===== src/rtl/lc3b_types_pkg.sv =====
// Shared LC-3b types: cache set index, cache controller state encoding and
// the default width of the controller's optional performance counters.
package lc3b_types;

  typedef logic [2:0] lc3b_c_set;

  typedef enum logic [1:0] {
    CHECK     = 2'd0,
    WRITEBACK = 2'd1,
    ALLOCATE  = 2'd2
  } cache_ctrl_state_t;

  localparam int unsigned CACHE_PERF_W = 16;

endpackage


===== src/rtl/cache_control_sat_counter.sv =====
// Up-counter that sticks at all-ones; used for the cache hit/miss statistics.
module sat_counter #(
  parameter int unsigned W = 16
) (
  input  logic         clk,
  input  logic         reset,
  input  logic         inc,
  output logic [W-1:0] count
);

  logic [W-1:0] r_count;

  always_ff @(posedge clk or posedge reset) begin
    if (reset) begin
      r_count <= '0;
    end else if (inc && (r_count != {W{1'b1}})) begin
      r_count <= r_count + 1'b1;
    end
  end

  assign count = r_count;

endmodule


===== src/rtl/cache_control.sv =====
// Miss/hit sequencer for the direct-mapped write-back cache (CHECK/WRITEBACK/ALLOCATE).
// CACHE_PERF_EN adds saturating hit/miss counters and their output ports.
module cache_control
  import lc3b_types::*;
#(
  parameter int unsigned PERF_W = CACHE_PERF_W
) (
  input  logic              clk,
  input  logic              reset,
  input  logic              mem_read,
  input  logic              mem_write,
  output logic              mem_resp,
  input  logic              hit,
  input  logic              dirty,
  output logic              data_write,
  output logic              tag_write,
  output logic              valid_write,
  output logic              dirty_write,
  output logic              dirty_in,
  output logic              datain_sel,
  output logic              pmem_addr_sel,
  output logic              pmem_read,
  output logic              pmem_write,
`ifdef CACHE_PERF_EN
  output logic [PERF_W-1:0] hit_count,
  output logic [PERF_W-1:0] miss_count,
`endif
  input  logic              pmem_resp
);

  if (PERF_W < 1) begin : g_bad_perf_w
    $error("cache_control: PERF_W must be at least 1");
  end

  cache_ctrl_state_t r_state;
  cache_ctrl_state_t w_next;
  logic              w_miss_start;

  always_ff @(posedge clk or posedge reset) begin
    if (reset) begin
      r_state <= CHECK;
    end else begin
      r_state <= w_next;
    end
  end

  // Outputs are forced low while reset is asserted so a reset mid-miss drops
  // the pmem strobe and blocks any array write within the same cycle.
  always_comb begin
    w_next        = r_state;
    w_miss_start  = 1'b0;
    mem_resp      = 1'b0;
    data_write    = 1'b0;
    tag_write     = 1'b0;
    valid_write   = 1'b0;
    dirty_write   = 1'b0;
    dirty_in      = 1'b0;
    datain_sel    = 1'b0;
    pmem_addr_sel = 1'b0;
    pmem_read     = 1'b0;
    pmem_write    = 1'b0;
    if (!reset) begin
      unique case (r_state)
        CHECK: begin
          if (mem_read || mem_write) begin
            if (hit) begin
              mem_resp = 1'b1;
              if (mem_write) begin
                data_write  = 1'b1;
                dirty_write = 1'b1;
                dirty_in    = 1'b1;
                datain_sel  = 1'b0;
              end
            end else begin
              w_miss_start = 1'b1;
              w_next       = dirty ? WRITEBACK : ALLOCATE;
            end
          end
        end
        WRITEBACK: begin
          pmem_write    = 1'b1;
          pmem_addr_sel = 1'b1;
          if (pmem_resp) begin
            w_next = ALLOCATE;
          end
        end
        ALLOCATE: begin
          pmem_read     = 1'b1;
          pmem_addr_sel = 1'b0;
          if (pmem_resp) begin
            data_write  = 1'b1;
            datain_sel  = 1'b1;
            tag_write   = 1'b1;
            valid_write = 1'b1;
            dirty_write = 1'b1;
            dirty_in    = 1'b0;
            w_next      = CHECK;
          end
        end
        default: begin
          w_next = CHECK;
        end
      endcase
    end
  end

`ifdef CACHE_PERF_EN
  // Marks the response that completes a miss so it is not also counted as a hit.
  logic r_refill;
  logic w_hit_inc;

  always_ff @(posedge clk or posedge reset) begin
    if (reset) begin
      r_refill <= 1'b0;
    end else if (w_miss_start) begin
      r_refill <= 1'b1;
    end else if (mem_resp) begin
      r_refill <= 1'b0;
    end
  end

  assign w_hit_inc = mem_resp && !r_refill;

  sat_counter #(.W(PERF_W)) u_hit_cnt (
    .clk   (clk),
    .reset (reset),
    .inc   (w_hit_inc),
    .count (hit_count)
  );

  sat_counter #(.W(PERF_W)) u_miss_cnt (
    .clk   (clk),
    .reset (reset),
    .inc   (w_miss_start),
    .count (miss_count)
  );
`else
  logic w_unused_miss;
  assign w_unused_miss = w_miss_start;
`endif

endmodule

===== config.mk =====
export PLATFORM = sky130hd
export DESIGN_NAME = cache_control
export DESIGN_NICKNAME = d
export VERILOG_FILES = /design/src/rtl/lc3b_types_pkg.sv /design/src/rtl/cache_control_sat_counter.sv /design/src/rtl/cache_control.sv
export SDC_FILE = /design/constraint.sdc
export NUM_CORES = 1
export LEC_CHECK = 0
export CAP_MARGIN = 20
export CELL_PAD_IN_SITES_DETAIL_PLACEMENT = 1
export CELL_PAD_IN_SITES_GLOBAL_PLACEMENT = 1
export CORE_AREA = 2 2 39 41
export CTS_CLUSTER_SIZE = 25
export DETAILED_ROUTE_END_ITERATION = 10
export DIE_AREA = 0 0 41 43
export PLACE_DENSITY_LB_ADDON = 0.15
export SKIP_LAST_GASP = 1
export SYNTH_ARGS = -nofsm -noshare
export SYNTH_HDL_FRONTEND = slang
export SYNTH_SLANG_ARGS = --single-unit

===== constraint.sdc =====
create_clock -name clk -period 1.75 [get_ports clk]
set_clock_uncertainty 0.1 [all_clocks]
set_input_delay 0.35 -clock clk [delete_from_list [all_inputs] [get_ports clk]]
set_output_delay 0.35 -clock clk [all_outputs]
set_load 0.005 [all_outputs]

[Word-level counts from Yosys, hierarchy flattened]
Index checks and enable logic that the tools add are counted.
Cells by class
  multiplexer cells: 24
  reduce and logical (&&, ||, !) cells: 3
  bitwise gates (word level): 1
  eq/ne operators: 6
Operators with widths (count)
  1-bit 2-to-1 mux: 17
  2-bit 2-to-1 mux: 5
  2-bit inequality test, second input constant: 4
  2-bit one-hot mux with 3 select lines: 1
  5-bit AND reduction: 1
  2-bit by 1-bit == test with 1-bit output, second input constant: 1
  2-bit == test, second input constant: 1
  2-bit zero test: 1
  1-bit one-hot mux with 2 select lines: 1
  1-bit logical OR: 1
  1-bit NOT: 1
Word-level totals
  input port bits: 7
  flip-flop bits (word level): 2
  word-level logic and storage cells: 35

[Longest topological paths before layout]
Gate-level depths: netlist of run 1.
  depth in word-level cells: 5
  mapped depth: 4

[Worst setup path before layout of run 1]
No wires, ideal clock.
  path kind: reg2out
  start point: register r_state[1]
  end point: output port dirty_write
  slack: 157 ps
  buffers on the path: 1
  required time: 1300 ps
  arrival: 1143 ps
  cell stages (with the launch flop): 5
  cells stage by stage: dfrtp_1 -> nor3b_2 -> and2_1 -> or2_1 -> buf_4
On the way
  cells in the longest elaborated chain, start to end: 3
  elaborated cells on any way between the ends: 4
Ends and longest elaborated chain
  start: declaration: line cache_control.sv:35  | cache_ctrl_state_t r_state;
  start signal: assignment: line cache_control.sv:43  | r_state <= w_next;
  2-bit == test or 2-bit zero test (tied branches)
  1-bit one-hot mux with 2 select lines (*)
  1-bit 2-to-1 mux (*)
  end: declaration: line cache_control.sv:18  | output logic dirty_write,
Mark *: on every way between the ends. The rest lies on a longest branch, timed or not.

[Worst setup path after layout of run 1]
  start point: register r_state[1]
  end point: output port pmem_write
On the way
  cells in the longest elaborated chain, start to end: 3
Ends and longest elaborated chain
  2-bit by 1-bit == test with 1-bit output: line cache_control.sv:63  | unique case (r_state)
  1-bit 2-to-1 mux: line cache_control.sv:63
  1-bit 2-to-1 mux: line cache_control.sv:62  | if (!reset) begin
  end: declaration: line cache_control.sv:23  | output logic pmem_write,
Every way passes these cells.

==> results of run 1 <==
[synth_stat cells]
| library cell | instances |
|---|---|
| nor3b_1 | 1 |
| and3_1 | 1 |
| inv_1 | 1 |
| nor3b_2 | 1 |
| nor3_2 | 1 |
| buf_4 | 4 |
| dfrtp_1 | 2 |
| nor4b_2 | 1 |
| a32o_1 | 1 |
| or2_1 | 1 |
| and2_1 | 1 |
| nor2_1 | 3 |
| a221o_1 | 1 |
| nand2_1 | 1 |
| o21ai_0 | 2 |
[stage by stage]
stage | setup TNS, ns | hold WS, ns | setup WS, ns | area [sq um] | instances
2_1_floorplan | 0 | 0.00281 | 0.157 | 193 | 22
3_3_place_gp | -4.62 | 0.546 | -0.581 | 410 | 59
3_5_place_dp | -4.76 | 0.556 | -0.593 | 410 | 59
4_1_cts | -0.376 | 0.0420 | -0.151 | 459 | 66
5_1_grt | -0.917 | 0.0867 | -0.138 | 475 | 67
6_report | -0.339 | 0.0740 | -0.0797 | 475 | 67
[where the power goes]
part | internal, mW | switching [mW] | total [mW]
clock network | 0.0756 | 0.0257 | 0.101
logic | 0.148 | 0.0743 | 0.222
registers | 0.0589 | 0.0157 | 0.0746
[cell type report]
class,instances,area [sq um]
Multi-Input combinational cell,15,129
Inverter,1,3.75
Fill cell,164,908
Clock buffer,3,22.5
Tap cell,16,20.0
Sequential cell,2,50.0
Timing Repair Buffer,30,250
[kinds of logic after synthesis]
logic type,synth area share [%]
compound gates,15.6
buf+inv,17.5
flops,26.0
simple gates,40.9
[metal layers]
| metal | vias up | GRT usage [%] | part of all wire [%] |
|---|---|---|---|
| li1 | 134 | - | - |
| met1 | 133 | 10.3 | 35 |
| met2 | 10 | 15.0 | 57 |
| met3 | 2 | 3.14 | 7.0 |
| met4 | 0 | 6.00 | 1.2 |
| met5 | - | 0 | 0 |
[worst max path at each step]
stage,startpoint,to,slack (ns),depth (start not counted)
finish,r_state[1]$_DFFE_PP0P_,pmem_write,-0.08,2
global route,r_state[1]$_DFFE_PP0P_,pmem_write,-0.14,2
CTS,r_state[0]$_DFFE_PP0P_,data_write,-0.15,5
detailed placement,reset,data_write,-0.59,5
global placement,reset,data_write,-0.58,5
floorplan,r_state[1]$_DFFE_PP0P_,dirty_write,0.16,4
[critical path: cells and delay by family, from the launching register on]
kind / cells / cell delay [ns]
DFF: 1 / 0.41
and+or+nand+nor: 1 / 0.21
buffers and inverters: 1 / 0.53
[repair_timing]
action / 4_1_cts / 5_1_grt
gates resized for setup: 25 / 5
pin swaps: 5 / 2
buffers inserted: 4 / 1
endpoints found under the setup margin: 10 / 9
hold buffers: 0 / 0
==> impl_metrics.yaml, run 1 <==
clock_network:
  clk_latency_ns: 0.22
  clkTransAtPathRegs_ns: 0.03
  clock-root-buffer: "clkbuf_4"
  cts_tree: "yes"
  cts_buffers: 3
  cts_buffer_depth: 2
  cts_sinks: 2
  htree_num_levels: 1
finish:
  post-route-util_pct: 34.4
  diodes: 0
  drive_gt1_share_pct: 52.9
  layout_commonest_cell: "buf_4"
  reg.largest.list: "r_state (2)"
  area_growth_pct: 147
  fin_nets: 60
  layout_common_cells: "12 x buf_4, 5 x clkdlybuf4s50_1, 5 x dlygate4sd2_1"
  regMostFlops: "r_state"
  largest_reg_flops: 2
worst_setup_path:
  reg2reg_slack_ns: 0.29
  cp_max_fo: 3
  reg2reg_from: "r_state[1]$_DFFE_PP0P_"
  required_ns: 1.30
  start_kind: "register"
  crit_slowest_cell: "clkdlybuf4s50_1"
  cp.arrival_ns: 1.38
  setup.worst_path.class: "reg -> out"
  worstReg2RegEnd: "r_state[1]$_DFFE_PP0P_"
  rr_worst_depth: 6
  path_cells: "nor3b_4 > clkdlybuf4s50_1"
  critPathMaxStageDelay_ns: 0.53
  cp-end-kind: "output pin"
power_and_ir_drop:
  power_uw: 398
  vdd_ir_drop_max_mv: 0.397
  leakage_nw: 0.265
  powerDensity_nw_per_um2: 837
detailed_routing:
  viasPerCell: 4.16
  drc_errors: 0
  ant_nets: 0
  routedWlPerCell_um: 10.1
  first_iter_violations: 3
  firstDrtPassIters: 2
  vias: 279
  wirelength_um: 676
logic_synthesis:
  syn_avg_cell_area_sq_um: 8.76
  yosys_register_bits: 2
  synth_top_cell_by_area: "dfrtp_1"
  synth_top_area_share_pct: 26.0
  synth_area_sq_um: 193
  synth_cell_types: 15
  ys_seq_area_share_pct: 26.0
  synth.area.top_cells: "dfrtp_1 26%, buf_4 16%, nor4b_2 7.8%"
  netlist_instances: 22
  synth_nets: 29
  yosysWarnings: 0
outcome:
  violations: "negative setup slack"
  status: "complete, but fails checks"
sta:
  hold_viol: 0
  relSlewSlack_pct: 85.4
  worstMarginPinSlew_ns: 0.218
  fmax_mhz: 547
  finalCriticalPeriod_ns: 1.83
  fin_crit_sh_pct: 105
  finalMaxSlewViolations: 0
  setup_slack_ns: -0.0797
  rsz0062_at_grt: "true"
  finalSetupViolCount: 7
floorplan:
  core_sq_um: 1380
  row_count: 14
  die_area_sq_um: 1760
  ioPinCount: 17
  die_w_um: 41
  start_util_pct: 13.9
  dieHeight_um: 43
placement:
  gp_congestion: 0.647
  io_buffers: 16
  dpl.hpwl_um: 480
global_route:
  antenna_found_initial: 0
  grt_pass1_vias: 267
  gr-total-overflow: 0
  grt_max_degree: 5
  grtUsageTotal_pct: 9.54
  grt_first_pass_wirelength_um: 1100
run:
  drv_cap: 0
min_path:
  hold_class: "in -> async"
(Power assumes the default switching activity.)
==> inputs of run 2 (changes only) <==
- CTS_CLUSTER_SIZE: 25 -> 28
- clock period: 1.75 -> 1.84 ns (I/O delays scaled with it)
==> impl_metrics.yaml, run 2 (same netlist as run 1, synthesis figures left out) <==
finish:
  reg.largest.list: "r_state (2)"
  layout_commonest_cell: "buf_4"
  diodes: 0
  fin_nets: 59
  layout_common_cells: "13 x buf_4, 5 x dlygate4sd2_1, 4 x clkdlybuf4s50_1"
  regMostFlops: "r_state"
  area_growth_pct: 142
  largest_reg_flops: 2
  drive_gt1_share_pct: 50.0
sta:
  finalCriticalPeriod_ns: 1.77
  relSlewSlack_pct: 85.7
  holdWs_ns: 0.259
  finalSetupViolCount: 0
  finalMaxSlewViolations: 0
  fmax_mhz: 564
  fin_crit_sh_pct: 96.4
  rsz0062_at_grt: "true"
  worstMarginPinSlew_ns: 0.213
  hold_viol: 0
worst_setup_path:
  crit_top_cell: "buf_4"
  path_cells: "buf_4 > nor3_4 > buf_4 > nand2_1 > nor2_2 > clkbuf_2"
  reg2reg_slack_ns: 0.39
  crit_slowest_cell: "dfrtp_1"
  worstReg2RegEnd: "r_state[1]$_DFFE_PP0P_"
  cp-end-kind: "output pin"
  start_kind: "register"
  path_buf_inv: 3
  path_delay_family: "flip-flops"
  rr_worst_depth: 6
  setup.worst_path.class: "reg -> out"
  cp.arrival_ns: 1.31
  cp_max_fo: 4
  reg2reg_from: "r_state[1]$_DFFE_PP0P_"
  required_ns: 1.37
  critPathMaxStageDelay_ns: 0.40
power_and_ir_drop:
  vdd_ir_drop_max_mv: 0.391
  seq_power_share_pct: 20.4
  clkPwrFrac_pct: 27.3
  internal_power_uw: 250
  share_comb_of_total_power_pct: 52.3
  powerDensity_nw_per_um2: 754
  p_sw_share_pct: 28.8
  leakage_nw: 0.279
  power_uw: 351
  switchingPower_uw: 101
detailed_routing:
  viasPerCell: 3.97
  firstDrtPassIters: 2
  wirelength_um: 693
  ant_nets: 0
  vias: 262
  routedWlPerCell_um: 10.5
  drc_errors: 0
  first_iter_violations: 1
clock_network:
  clkTransAtPathRegs_ns: 0.03
  clock-root-buffer: "clkbuf_4"
  cts_buffer_depth: 2
  htree_num_levels: 1
  cts_tree: "yes"
  clk_latency_ns: 0.22
  cts_buffers: 3
  cts_sinks: 2
placement:
  dpl.hpwl_um: 536
  gp_congestion: 0.630
  io_buffers: 16
global_route:
  grt_use_met2_pct: 16.3
  grtUsageTotal_pct: 9.82
  grt_use_met1_pct: 8.95
  top_usage_layer: "met2"
  antenna_found_initial: 0
  grt_max_degree: 5
  gr-usage-met3_pct: 3.14
  grt_first_pass_wirelength_um: 1100
  grt_pass1_vias: 286
  gr-total-overflow: 0
floorplan:
  start_util_pct: 13.9
  row_count: 14
  core_sq_um: 1380
  ioPinCount: 17
  die_area_sq_um: 1760
  die_w_um: 41
  dieHeight_um: 43
run:
  drv_cap: 0
outcome:
  status: "finished clean"
min_path:
  hold_class: "in -> async"
## run 2: cell types whose count changed in the layout (fill, tap and decap cells not counted)
cell / change
nor3b_4: -1
clkbuf_2: +2
clkdlybuf4s15_1: +1
buf_6: -2
buf_4: +1
nor2_1: -1
nor2_2: +1
clkdlybuf4s15_2: -1
buf_2: -3
dlymetal6s2s_1: +2
clkdlybuf4s50_1: -1
nor3b_2: +1
## run 2: worst max-delay path by stage
| stage | cells after the start | endpoint | slack (ns) | startpoint |
|---|---|---|---|---|
| detailed placement | 5 | data_write | -0.52 | reset |
| CTS | 4 | pmem_addr_sel | -0.18 | reset |
| floorplan | 4 | dirty_write | 0.23 | r_state[1]$_DFFE_PP0P_ |
| global route | 6 | mem_resp | -0.003 | r_state[1]$_DFFE_PP0P_ |
| finish | 6 | mem_resp | 0.07 | r_state[1]$_DFFE_PP0P_ |
| global placement | 4 | pmem_addr_sel | -0.50 | reset |
## run 2: what timing repair did
item,in CTS,in global routing
setup endpoints to repair,10,6
pin swaps,2,3
buffers inserted,3,0
hold buffers,0,0
gates resized for setup,13,10
## run 2: final cells by class
class                      count  area (sq um)
fill                         169           918
timing repair buffer          29           244
multi-input combinational     15           125
sequential                     2          50.0
clock buffer                   3          22.5
tap                           16          20.0
inverter                       1          3.75
## run 2: routing by layer
layer  part of all wire, %  vias up
li1                      -      131
met1                    33      123
met2                    59        8
met3                   7.8        0
met4                     0        0
met5                     0        -
## run 2: worst register-to-register path, delay by kind of cell, from the launching register on
kind                   cells  cell delay (ns)
AO/OA/AOI/OAI              1             0.26
AND/OR/NAND/NOR            2             0.18
buffers and inverters      3             0.40
flip-flops                 1             0.38
## run 2: per-stage QoR
stage               setup slack [ns]  cells  cell area, sq um  setup TNS [ns]  utilization (%)
detailed placement            -0.516     60               418           -4.30             30.2
global placement              -0.501     60               418           -4.07             30.2
global route                -0.00299     66               465        -0.00431             33.6
CTS                           -0.176     66               462          -0.551             33.4
floorplan                      0.229     22               193               0                -
finish                        0.0668     66               465               0             33.6
## run 2: power by group through the flow
stage	clock network [mW]	logic [mW]	registers [mW]
5_1_grt	0.110	0.198	0.0738
2_1_floorplan	0	0.0616	0.0690
6_report	0.0958	0.183	0.0718
3_5_place_dp	0	0.166	0.0703
3_3_place_gp	0	0.162	0.0696
4_1_cts	0.105	0.185	0.0692
